===== src/rtl/ag32gbd_capture_seq.sv =====
// Capture sequencer: times the camera exposure from A002/A003, requests a frame
// readout, then holds Sig_CamCaptureFinish so the register block can clear A000.
module ag32gbd_capture_seq #(
   parameter int unsigned TICK_DIV        = 16,
   parameter int unsigned FINISH_HOLD     = 4,
   parameter int unsigned READOUT_TIMEOUT = 1048576
) (
   input  logic       sys_clock,
   input  logic       sys_reset,
   input  logic       Cam_Capture,
   input  logic [7:0] Reg_A002,
   input  logic [7:0] Reg_A003,
   output logic       Frame_Start,
   input  logic       Frame_Done,
   output logic       Sig_CamCaptureFinish,
   output logic       Exposure_Active,
   output logic       Busy,
   output logic       Timeout_Flag
);

   localparam int unsigned PreW   = (TICK_DIV > 1) ? $clog2(TICK_DIV) : 1;
   localparam int unsigned CntMax = (READOUT_TIMEOUT > FINISH_HOLD) ? READOUT_TIMEOUT
                                                                     : FINISH_HOLD;
   localparam int unsigned CntW   = $clog2(CntMax + 1);

   localparam logic [PreW-1:0] PreLoad = PreW'(TICK_DIV - 1);
   localparam logic [CntW-1:0] RoLast  = CntW'(READOUT_TIMEOUT - 1);
   localparam logic [CntW-1:0] FinLast = CntW'(FINISH_HOLD - 1);

   typedef enum logic [2:0] {StIdle, StExpose, StReadout, StFinish, StWaitClr} state_e;

   state_e            r_state;
   state_e            w_state_next;
   logic              r_cap_d;
   logic              r_armed;    // a low Cam_Capture has been seen since reset
   logic [PreW-1:0]   r_presc;
   logic [15:0]       r_units;
   logic [CntW-1:0]   r_cnt;      // readout elapsed cycles, then finish hold cycles
   logic              r_timeout;

   logic              w_start;
   logic [15:0]       w_exposure;
   logic [15:0]       w_units_init;
   logic              w_expose_end;
   logic              w_done_ok;
   logic              w_ro_expired;

   // A level held through reset release must not look like a fresh request.
   assign w_start      = Cam_Capture & ~r_cap_d & r_armed;
   assign w_exposure   = {Reg_A002, Reg_A003};
   assign w_units_init = (w_exposure == 16'd0) ? 16'd0 : w_exposure - 16'd1;
   assign w_expose_end = (r_presc == '0) && (r_units == 16'd0);
   // Frame_Done coincident with Frame_Start (elapsed count 0) is ignored.
   assign w_done_ok    = Frame_Done && (r_cnt != '0);
   assign w_ro_expired = (r_cnt == RoLast);

   // State register.
   always_ff @(posedge sys_clock or posedge sys_reset) begin
      if (sys_reset) begin
         r_state <= StIdle;
      end else begin
         r_state <= w_state_next;
      end
   end

   // Next-state decode; abort beats expiry, Frame_Done beats timeout.
   always_comb begin
      w_state_next = r_state;
      unique case (r_state)
         StIdle:    if (w_start) w_state_next = StExpose;
         StExpose: begin
            if (!Cam_Capture)      w_state_next = StIdle;
            else if (w_expose_end) w_state_next = StReadout;
         end
         StReadout: if (w_done_ok || w_ro_expired) w_state_next = StFinish;
         StFinish:  if (r_cnt == FinLast) w_state_next = StWaitClr;
         StWaitClr: if (!Cam_Capture) w_state_next = StIdle;
         default:   w_state_next = StIdle;
      endcase
   end

   // Exposure counters, readout/finish counter, edge history and timeout flag.
   always_ff @(posedge sys_clock or posedge sys_reset) begin
      if (sys_reset) begin
         r_cap_d   <= 1'b0;
         r_armed   <= 1'b0;
         r_presc   <= '0;
         r_units   <= 16'd0;
         r_cnt     <= '0;
         r_timeout <= 1'b0;
      end else begin
         r_cap_d <= Cam_Capture;
         if (!Cam_Capture) r_armed <= 1'b1;
         unique case (r_state)
            StIdle: begin
               r_cnt <= '0;
               if (w_start) begin
                  r_presc   <= PreLoad;
                  r_units   <= w_units_init;
                  r_timeout <= 1'b0;
               end
            end
            StExpose: begin
               r_cnt <= '0;
               if (r_presc != '0) begin
                  r_presc <= r_presc - PreW'(1);
               end else if (r_units != 16'd0) begin
                  r_presc <= PreLoad;
                  r_units <= r_units - 16'd1;
               end
            end
            StReadout: begin
               if (w_state_next == StFinish) r_cnt <= '0;
               else                          r_cnt <= r_cnt + CntW'(1);
               if (w_ro_expired && !w_done_ok) r_timeout <= 1'b1;
            end
            StFinish: r_cnt <= r_cnt + CntW'(1);
            default:  r_cnt <= '0;
         endcase
      end
   end

   // Moore outputs decoded from the current state.
   always_comb begin
      Frame_Start          = (r_state == StReadout) && (r_cnt == '0);
      Sig_CamCaptureFinish = (r_state == StFinish);
      Exposure_Active      = (r_state == StExpose);
      Busy                 = (r_state != StIdle);
      Timeout_Flag         = r_timeout;
   end

endmodule

===== config.mk =====
export PLATFORM = sky130hd
export DESIGN_NAME = ag32gbd_capture_seq
export DESIGN_NICKNAME = d
export VERILOG_FILES = /design/src/rtl/ag32gbd_capture_seq.sv
export SDC_FILE = /design/constraint.sdc
export NUM_CORES = 1
export LEC_CHECK = 0
export ABC_AREA = 0
export CORE_UTILIZATION = 25
export CTS_CLUSTER_DIAMETER = 80
export DETAILED_ROUTE_END_ITERATION = 6
export GPL_ROUTABILITY_DRIVEN = 0
export PLACE_DENSITY = 0.4
export REMOVE_ABC_BUFFERS = 1
export SLEW_MARGIN = 10
export SYNTH_ARGS = -nofsm -noshare
export SYNTH_HDL_FRONTEND = slang
export SYNTH_SLANG_ARGS = --single-unit

===== constraint.sdc =====
create_clock -name sys_clock -period 1.75 [get_ports sys_clock]
set_input_delay 0.2625 -clock sys_clock [delete_from_list [all_inputs] [get_ports sys_clock]]
set_output_delay 0.2625 -clock sys_clock [all_outputs]
set_load 0.02 [all_outputs]

==> results of run 1 <==
## through the flow
stage / total power, µW / worst slack (ns) / setup TNS (ns)
after detailed placement: 2430 / -0.452 / -9.09
final: 3830 / -0.160 / -1.43
after global placement: 2420 / -0.445 / -9.41
after global routing: 4040 / -0.223 / -5.71
after floorplan: 1840 / -0.507 / -8.71
after CTS: 3730 / -0.215 / -3.27
## worst max-delay path: stages (launching register included)
cell	delay [ns]
dfrtp_1	0.39
inv_2	0.10
buf_4	0.12
ha_4	0.13
or3b_4	0.39
o31a_1	0.25
o21a_1	0.19
a211o_1	0.22
## registers in the layout, summed over array words and instances, names as in the netlist
| signal | count |
|---|---|
| r_armed | 1 |
| Timeout_Flag | 1 |
| r_presc | 4 |
| r_state | 3 |
| r_cnt | 21 |
| r_cap_d | 1 |
| r_units | 16 |
## layout by cell type, fill, tap and decap left out, types with 12 or more instances in the layout
cell,netlist,routed
dfrtp_1,47,47
clkdlybuf4s50_1,0,13
nor2_1,45,31
buf_6,2,12
nand4_1,12,12
nand3_1,16,14
xor2_1,13,13
buf_4,0,112
xnor2_1,16,16
nand2_1,18,16
## layout make-up
| class | instances | area (µm²) |
|---|---|---|
| well taps | 143 | 179 |
| clock buffers | 5 | 125 |
| multi-input cells | 256 | 2020 |
| clock inverters | 2 | 37.5 |
| flip-flops and latches | 47 | 1180 |
| repair buffers | 149 | 1250 |
| fillers | 1146 | 6580 |
| inverters | 14 | 52.6 |
## cells by family after synthesis
| kind of cell | Yosys count | synth area share |
|---|---|---|
| adders and majority gates | 6 | 0.0255 |
| DFF | 47 | 0.400 |
| buffers and inverters | 23 | 0.0362 |
| xor gates and xnor gates | 29 | 0.0864 |
| and+or+nand+nor | 158 | 0.301 |
| AOI/OAI and AO/OA | 63 | 0.151 |
## power by group
group	total [µW]	internal, µW	leakage, µW	switching (µW)
registers	1380	1240	0.000604	146
logic	1360	718	0.00138	637
clock network	1090	667	0.0000759	428
## routing by layer
metal,track usage,share of wire,vias to the layer above
met5,0,0,-
met4,0.0427,0.013,0
met3,0.0280,0.027,8
met2,0.241,0.46,47
met1,0.206,0.50,1448
li1,-,-,1482
## path summary, 6_finish.rpt
kind                               end  slack [ns]  cells after the start
max                        r_units[12]       -0.16                      7
min                         r_presc[2]        0.24                      2
max reg2reg                r_units[12]       -0.16                      7
min reg2reg                    r_armed        0.47                      1
max in group asynchronous  r_units[11]        1.07                      3
min in group sys_clock      r_units[0]        0.46                      4
## timing repair
action,CTS,global route
setup endpoints to repair,46,44
gates cloned,1,0
resized for setup,81,53
pin swaps,35,27
buffers inserted,13,7
==> flow_results.xml, run 1 <==
<?xml version="1.0" encoding="UTF-8"?>
<metrics>
  <group name="run_status">
    <metric name="status" unit="">finished, violations left</metric>
    <metric name="failed_checks" unit="">negative setup slack</metric>
  </group>
  <group name="floorplan">
    <metric name="num_rows" unit="">39</metric>
    <metric name="io_pins" unit="">25</metric>
    <metric name="die-width" unit="µm">110</metric>
    <metric name="die_y" unit="µm">110</metric>
    <metric name="fp.dieArea" unit="mm²">0.0122</metric>
    <metric name="core_area" unit="mm²">0.0114</metric>
    <metric name="start_util" unit="">0.257</metric>
  </group>
  <group name="pwr">
    <metric name="powerDensity" unit="mW/mm²">791</metric>
    <metric name="p_leak" unit="µW">0.00206</metric>
    <metric name="max-vdd-ir-drop" unit="mV">0.370</metric>
  </group>
  <group name="layout">
    <metric name="syn2layout_area_growth" unit="%">64.7</metric>
    <metric name="design.final.nets" unit="">499</metric>
    <metric name="layout-drive-gt1-share" unit="">0.452</metric>
    <metric name="diodes" unit="">0</metric>
    <metric name="post_layout_nonfiller_instances" unit="">616</metric>
    <metric name="final_core_utilization" unit="">0.424</metric>
    <metric name="finalInstanceArea" unit="mm²">0.00484</metric>
  </group>
  <group name="sta">
    <metric name="setup_slack" unit="ns">-0.160</metric>
    <metric name="rsz0062_at_grt" unit="">true</metric>
    <metric name="slew_violations" unit="">0</metric>
    <metric name="setup_viol_count_final" unit="">32</metric>
    <metric name="period_utilization" unit="">1.09</metric>
    <metric name="timing_hold_violations_final" unit="">0</metric>
    <metric name="slew_headroom" unit="">0.758</metric>
    <metric name="maximum_clock_rate" unit="MHz">523</metric>
    <metric name="hold-worst-slack" unit="ns">0.238</metric>
    <metric name="clk_skew" unit="ns">0.00683</metric>
    <metric name="tightestPinTransition" unit="ns">0.360</metric>
    <metric name="finalCriticalPeriod" unit="ns">1.91</metric>
  </group>
  <group name="logic_synthesis">
    <metric name="ys_seq_elements" unit="">47</metric>
    <metric name="syn_area_per_cell" unit="µm²">9.02</metric>
    <metric name="post-synth-top-count-cell" unit="">dfrtp_1</metric>
    <metric name="synthesis.area" unit="mm²">0.00294</metric>
    <metric name="synth.largest_area_cell" unit="">dfrtp_1</metric>
    <metric name="synth_seq_area_share" unit="">0.400</metric>
    <metric name="synth-edff-count" unit="">0</metric>
    <metric name="netlist.area_leader.share" unit="">0.400</metric>
    <metric name="synthesis.yosys.warnings" unit="">0</metric>
    <metric name="dominantRegCellSynth" unit="">dfrtp_1</metric>
    <metric name="synth.cells.most_frequent" unit="">47 x dfrtp_1, 45 x nor2_1, 21 x o21ai_0</metric>
    <metric name="async_reset_ff_frac" unit="">1.00</metric>
    <metric name="synth_cell_type_count" unit="">60</metric>
    <metric name="synth_cells" unit="">326</metric>
    <metric name="cell_types_with_the_largest_area_share_after_synthesis" unit="">dfrtp_1 40%, nor2_1 5.7%, xnor2_1 4.8%</metric>
  </group>
  <group name="clock_tree">
    <metric name="clkSinkCount" unit="">47</metric>
    <metric name="tritoncts_clock_tree" unit="">built</metric>
    <metric name="ctsLongestPathBuffers" unit="">2</metric>
    <metric name="cts_made_buffers" unit="">5</metric>
    <metric name="insertion_delay" unit="ns">0.29</metric>
    <metric name="path_clk_slew" unit="ns">0.07</metric>
    <metric name="cts_htree_levels" unit="">2</metric>
    <metric name="clock-root-buffer" unit="">clkbuf_16</metric>
    <metric name="cts.hold.buffers_added" unit="">0</metric>
  </group>
  <group name="global_route">
    <metric name="first_global_vias" unit="">2997</metric>
    <metric name="antenna_found_initial" unit="">0</metric>
    <metric name="grtUsageTotal" unit="">0.150</metric>
    <metric name="grt_max_degree" unit="">24</metric>
    <metric name="grt_remaining_overflow" unit="">0</metric>
    <metric name="grt_first_pass_wirelength" unit="µm">14900</metric>
  </group>
  <group name="route">
    <metric name="detail_route.iter0.violations" unit="">123</metric>
    <metric name="route.detailed.wl_per_inst" unit="µm">14.5</metric>
    <metric name="drt_pre_antenna_iters" unit="">4</metric>
    <metric name="antenna_violating_nets_post_route" unit="">0</metric>
    <metric name="routed_wl" unit="µm">8930</metric>
    <metric name="routed-via-count" unit="">2985</metric>
    <metric name="drc_errors" unit="">0</metric>
    <metric name="via_per_inst" unit="">4.85</metric>
  </group>
  <group name="critical_path">
    <metric name="endpoint_kind" unit="">flip-flop</metric>
    <metric name="timing.rr.start" unit="">r_units[1]</metric>
    <metric name="cp-start-kind" unit="">flip-flop</metric>
    <metric name="cp.required" unit="ns">1.93</metric>
    <metric name="worstSetupPathType" unit="">flip-flop to flip-flop</metric>
    <metric name="maximum_fanout_along_the_worst_path" unit="">3</metric>
    <metric name="crit_arrival" unit="ns">2.09</metric>
    <metric name="cp-startpoint" unit="">r_units[1]</metric>
  </group>
  <group name="place">
    <metric name="dp.cells" unit="">595</metric>
    <metric name="detailedPlacementHpwl" unit="µm">6410</metric>
    <metric name="place_area" unit="mm²">0.00416</metric>
    <metric name="io_buffer_count" unit="">24</metric>
  </group>
  <group name="worst_hold_path">
    <metric name="worstHoldPathType" unit="">primary input to asynchronous set/reset pin</metric>
  </group>
  <group name="run">
    <metric name="max_capacitance_violation_count" unit="">0</metric>
  </group>
</metrics>
No activity file was read; power rests on OpenSTA's default activity.
==> inputs of run 2 (changes only) <==
- CELL_PAD_IN_SITES_DETAIL_PLACEMENT: unset -> 0
- CELL_PAD_IN_SITES_GLOBAL_PLACEMENT: unset -> 1
- PLACE_DENSITY: 0.4 -> 0.5
- REMOVE_ABC_BUFFERS: 1 -> unset
- SETUP_SLACK_MARGIN: unset -> 0.3
==> flow_results.xml, run 2 (synthesis results as in run 1) <==
<?xml version="1.0" encoding="UTF-8"?>
<metrics>
  <group name="sta">
    <metric name="slew_violations" unit="">0</metric>
    <metric name="setup_slack" unit="ns">-0.191</metric>
    <metric name="clk_skew" unit="ns">0.00632</metric>
    <metric name="finalCriticalPeriod" unit="ns">1.94</metric>
    <metric name="slew_headroom" unit="">0.751</metric>
    <metric name="tightestPinTransition" unit="ns">0.374</metric>
    <metric name="setup_viol_count_final" unit="">37</metric>
    <metric name="rsz0062_at_grt" unit="">true</metric>
    <metric name="timing_hold_violations_final" unit="">0</metric>
    <metric name="period_utilization" unit="">1.11</metric>
    <metric name="maximum_clock_rate" unit="MHz">515</metric>
  </group>
  <group name="critical_path">
    <metric name="cp-startpoint" unit="">r_units[1]</metric>
    <metric name="worstSetupPathDepth" unit="">8</metric>
    <metric name="rrSetupSlack" unit="ns">-0.19</metric>
    <metric name="maximum_fanout_along_the_worst_path" unit="">6</metric>
    <metric name="critical-path-slowest-cell" unit="">dfrtp_1</metric>
    <metric name="worstReg2RegEnd" unit="">r_units[14]</metric>
    <metric name="cp.required" unit="ns">1.93</metric>
    <metric name="reg2reg_depth" unit="">8</metric>
    <metric name="crit_arrival" unit="ns">2.12</metric>
    <metric name="worstSetupPathType" unit="">flip-flop to flip-flop</metric>
    <metric name="cpPeakStageDelay" unit="ns">0.39</metric>
    <metric name="cp-start-kind" unit="">flip-flop</metric>
    <metric name="buffer_and_inverter_count_on_the_worst_path" unit="">2</metric>
    <metric name="cpLargestDelayFamily" unit="">simple AND/OR/NAND/NOR gates</metric>
    <metric name="timing.rr.start" unit="">r_units[1]</metric>
    <metric name="endpoint_kind" unit="">flip-flop</metric>
    <metric name="crit_chain" unit="">inv_2 &gt; ha_4 &gt; nor4b_4 &gt; and4_4 &gt; or2_4 &gt; nor4_4 &gt; buf_4 &gt; a221o_1</metric>
    <metric name="endpoint" unit="">r_units[14]</metric>
  </group>
  <group name="clock_tree">
    <metric name="cts_htree_levels" unit="">2</metric>
    <metric name="clkSinkCount" unit="">47</metric>
    <metric name="ctsLongestPathBuffers" unit="">2</metric>
    <metric name="insertion_delay" unit="ns">0.30</metric>
    <metric name="path_clk_slew" unit="ns">0.07</metric>
    <metric name="cts_made_buffers" unit="">5</metric>
    <metric name="tritoncts_clock_tree" unit="">built</metric>
    <metric name="clock-root-buffer" unit="">clkbuf_16</metric>
  </group>
  <group name="global_route">
    <metric name="antenna_found_initial" unit="">0</metric>
    <metric name="grt_max_degree" unit="">24</metric>
    <metric name="grtUsageTotal" unit="">0.157</metric>
    <metric name="grt_remaining_overflow" unit="">0</metric>
    <metric name="grt_first_pass_wirelength" unit="µm">15400</metric>
    <metric name="first_global_vias" unit="">3159</metric>
  </group>
  <group name="place">
    <metric name="place_area" unit="mm²">0.00430</metric>
    <metric name="io_buffer_count" unit="">24</metric>
    <metric name="detailedPlacementHpwl" unit="µm">6700</metric>
  </group>
  <group name="route">
    <metric name="routed_wl" unit="µm">9100</metric>
    <metric name="drt_pre_antenna_iters" unit="">4</metric>
    <metric name="drc_errors" unit="">0</metric>
    <metric name="route.detailed.wl_per_inst" unit="µm">14.6</metric>
    <metric name="routed-via-count" unit="">2949</metric>
    <metric name="detail_route.iter0.violations" unit="">111</metric>
    <metric name="via_per_inst" unit="">4.74</metric>
    <metric name="antenna_violating_nets_post_route" unit="">0</metric>
  </group>
  <group name="floorplan">
    <metric name="fp.dieArea" unit="mm²">0.0122</metric>
    <metric name="die_y" unit="µm">110</metric>
    <metric name="start_util" unit="">0.257</metric>
    <metric name="num_rows" unit="">39</metric>
    <metric name="die-width" unit="µm">110</metric>
    <metric name="io_pins" unit="">25</metric>
    <metric name="core_area" unit="mm²">0.0114</metric>
  </group>
  <group name="pwr">
    <metric name="power.clock.fraction" unit="">0.312</metric>
    <metric name="max-vdd-ir-drop" unit="mV">0.381</metric>
    <metric name="combPwrFrac" unit="">0.348</metric>
    <metric name="netSwitchingFraction" unit="">0.304</metric>
    <metric name="cellInternalPower" unit="µW">2840</metric>
    <metric name="powerDensity" unit="mW/mm²">820</metric>
    <metric name="net-switching-power" unit="µW">1240</metric>
    <metric name="p_leak" unit="µW">0.00208</metric>
    <metric name="power_frac_seq" unit="">0.341</metric>
    <metric name="power.total" unit="µW">4080</metric>
  </group>
  <group name="layout">
    <metric name="leading_cell_types_in_the_layout_fill_and_taps_excluded" unit="">107 x buf_4, 45 x dfrtp_1, 40 x nor2_1</metric>
    <metric name="reg.largest.list" unit="">r_cnt: 21 flops, r_units: 16 flops, r_presc: 4 flops</metric>
    <metric name="syn2layout_area_growth" unit="%">69.1</metric>
    <metric name="diodes" unit="">0</metric>
    <metric name="design.final.nets" unit="">504</metric>
    <metric name="max_flop_register" unit="">r_cnt</metric>
    <metric name="number_of_flip_flops_in_the_largest_register" unit="">21</metric>
    <metric name="final_common_cell" unit="">buf_4</metric>
    <metric name="final_core_utilization" unit="">0.435</metric>
    <metric name="layout-drive-gt1-share" unit="">0.459</metric>
    <metric name="finalInstanceArea" unit="mm²">0.00497</metric>
  </group>
  <group name="logic_synthesis">
    <metric name="mapped_nets" unit="">352</metric>
  </group>
  <group name="run_status">
    <metric name="failed_checks" unit="">negative setup slack</metric>
    <metric name="status" unit="">finished, violations left</metric>
  </group>
  <group name="run">
    <metric name="max_capacitance_violation_count" unit="">0</metric>
  </group>
  <group name="worst_hold_path">
    <metric name="worstHoldPathType" unit="">primary input to asynchronous set/reset pin</metric>
  </group>
</metrics>
[run 2: metrics by stage]
stage	TNS, ns	setup slack, ns	hold WS [ns]	instances
final	-2.22	-0.191	0.264	622
after global routing	-6.54	-0.257	0.295	622
after CTS	-4.19	-0.164	0.271	616
after detailed placement	-9.49	-0.517	0.449	595
after global placement	-8.48	-0.431	0.443	595
after floorplan	-0.0356	-0.0252	0.294	326
[run 2: how the worst min path moves through the flow]
stage | from | to | slack [ns] | cells past startpoint
floorplan | Cam_Capture | r_cap_d | 0.29 | 0
global placement | r_armed | r_armed | 0.44 | 1
detailed placement | r_armed | r_armed | 0.45 | 1
CTS | sys_reset | r_cnt[4] | 0.27 | 2
global route | sys_reset | r_cnt[4] | 0.29 | 2
finish | sys_reset | r_cnt[4] | 0.26 | 2
[run 2: what timing repair did]
action | in CTS | in global routing
gates cloned | 0 | 1
hold buffers | 0 | 0
buffers inserted | 13 | 5
pin swaps | 23 | 13
resized for setup | 80 | 37
endpoints found under the setup margin | 50 | 49
[run 2: layer usage]
metal  wire length [µm]  track usage  vias up
li1                   -            -     1489
met1               3980        0.189     1406
met2               4610        0.275       37
met3                244       0.0269       17
met4                269       0.0658        0
met5                  0            0        -
[run 2: cell type report]
| class | count | area, µm² |
|---|---|---|
| clock buffer | 5 | 125 |
| inverter | 14 | 52.6 |
| multi-input combinational | 256 | 2030 |
| clock inverter | 3 | 67.6 |
| timing repair buffer | 154 | 1340 |
| sequential | 47 | 1180 |
| tap | 143 | 179 |
| fill | 1153 | 6450 |
[run 2: power by group through the flow]
stage / clock (µW) / sequential, µW / combinational, µW
CTS: 1310 / 1390 / 1350
global placement: 0 / 1400 / 1140
global route: 1350 / 1410 / 1570
detailed placement: 0 / 1400 / 1150
finish: 1270 / 1390 / 1420
floorplan: 0 / 1430 / 510
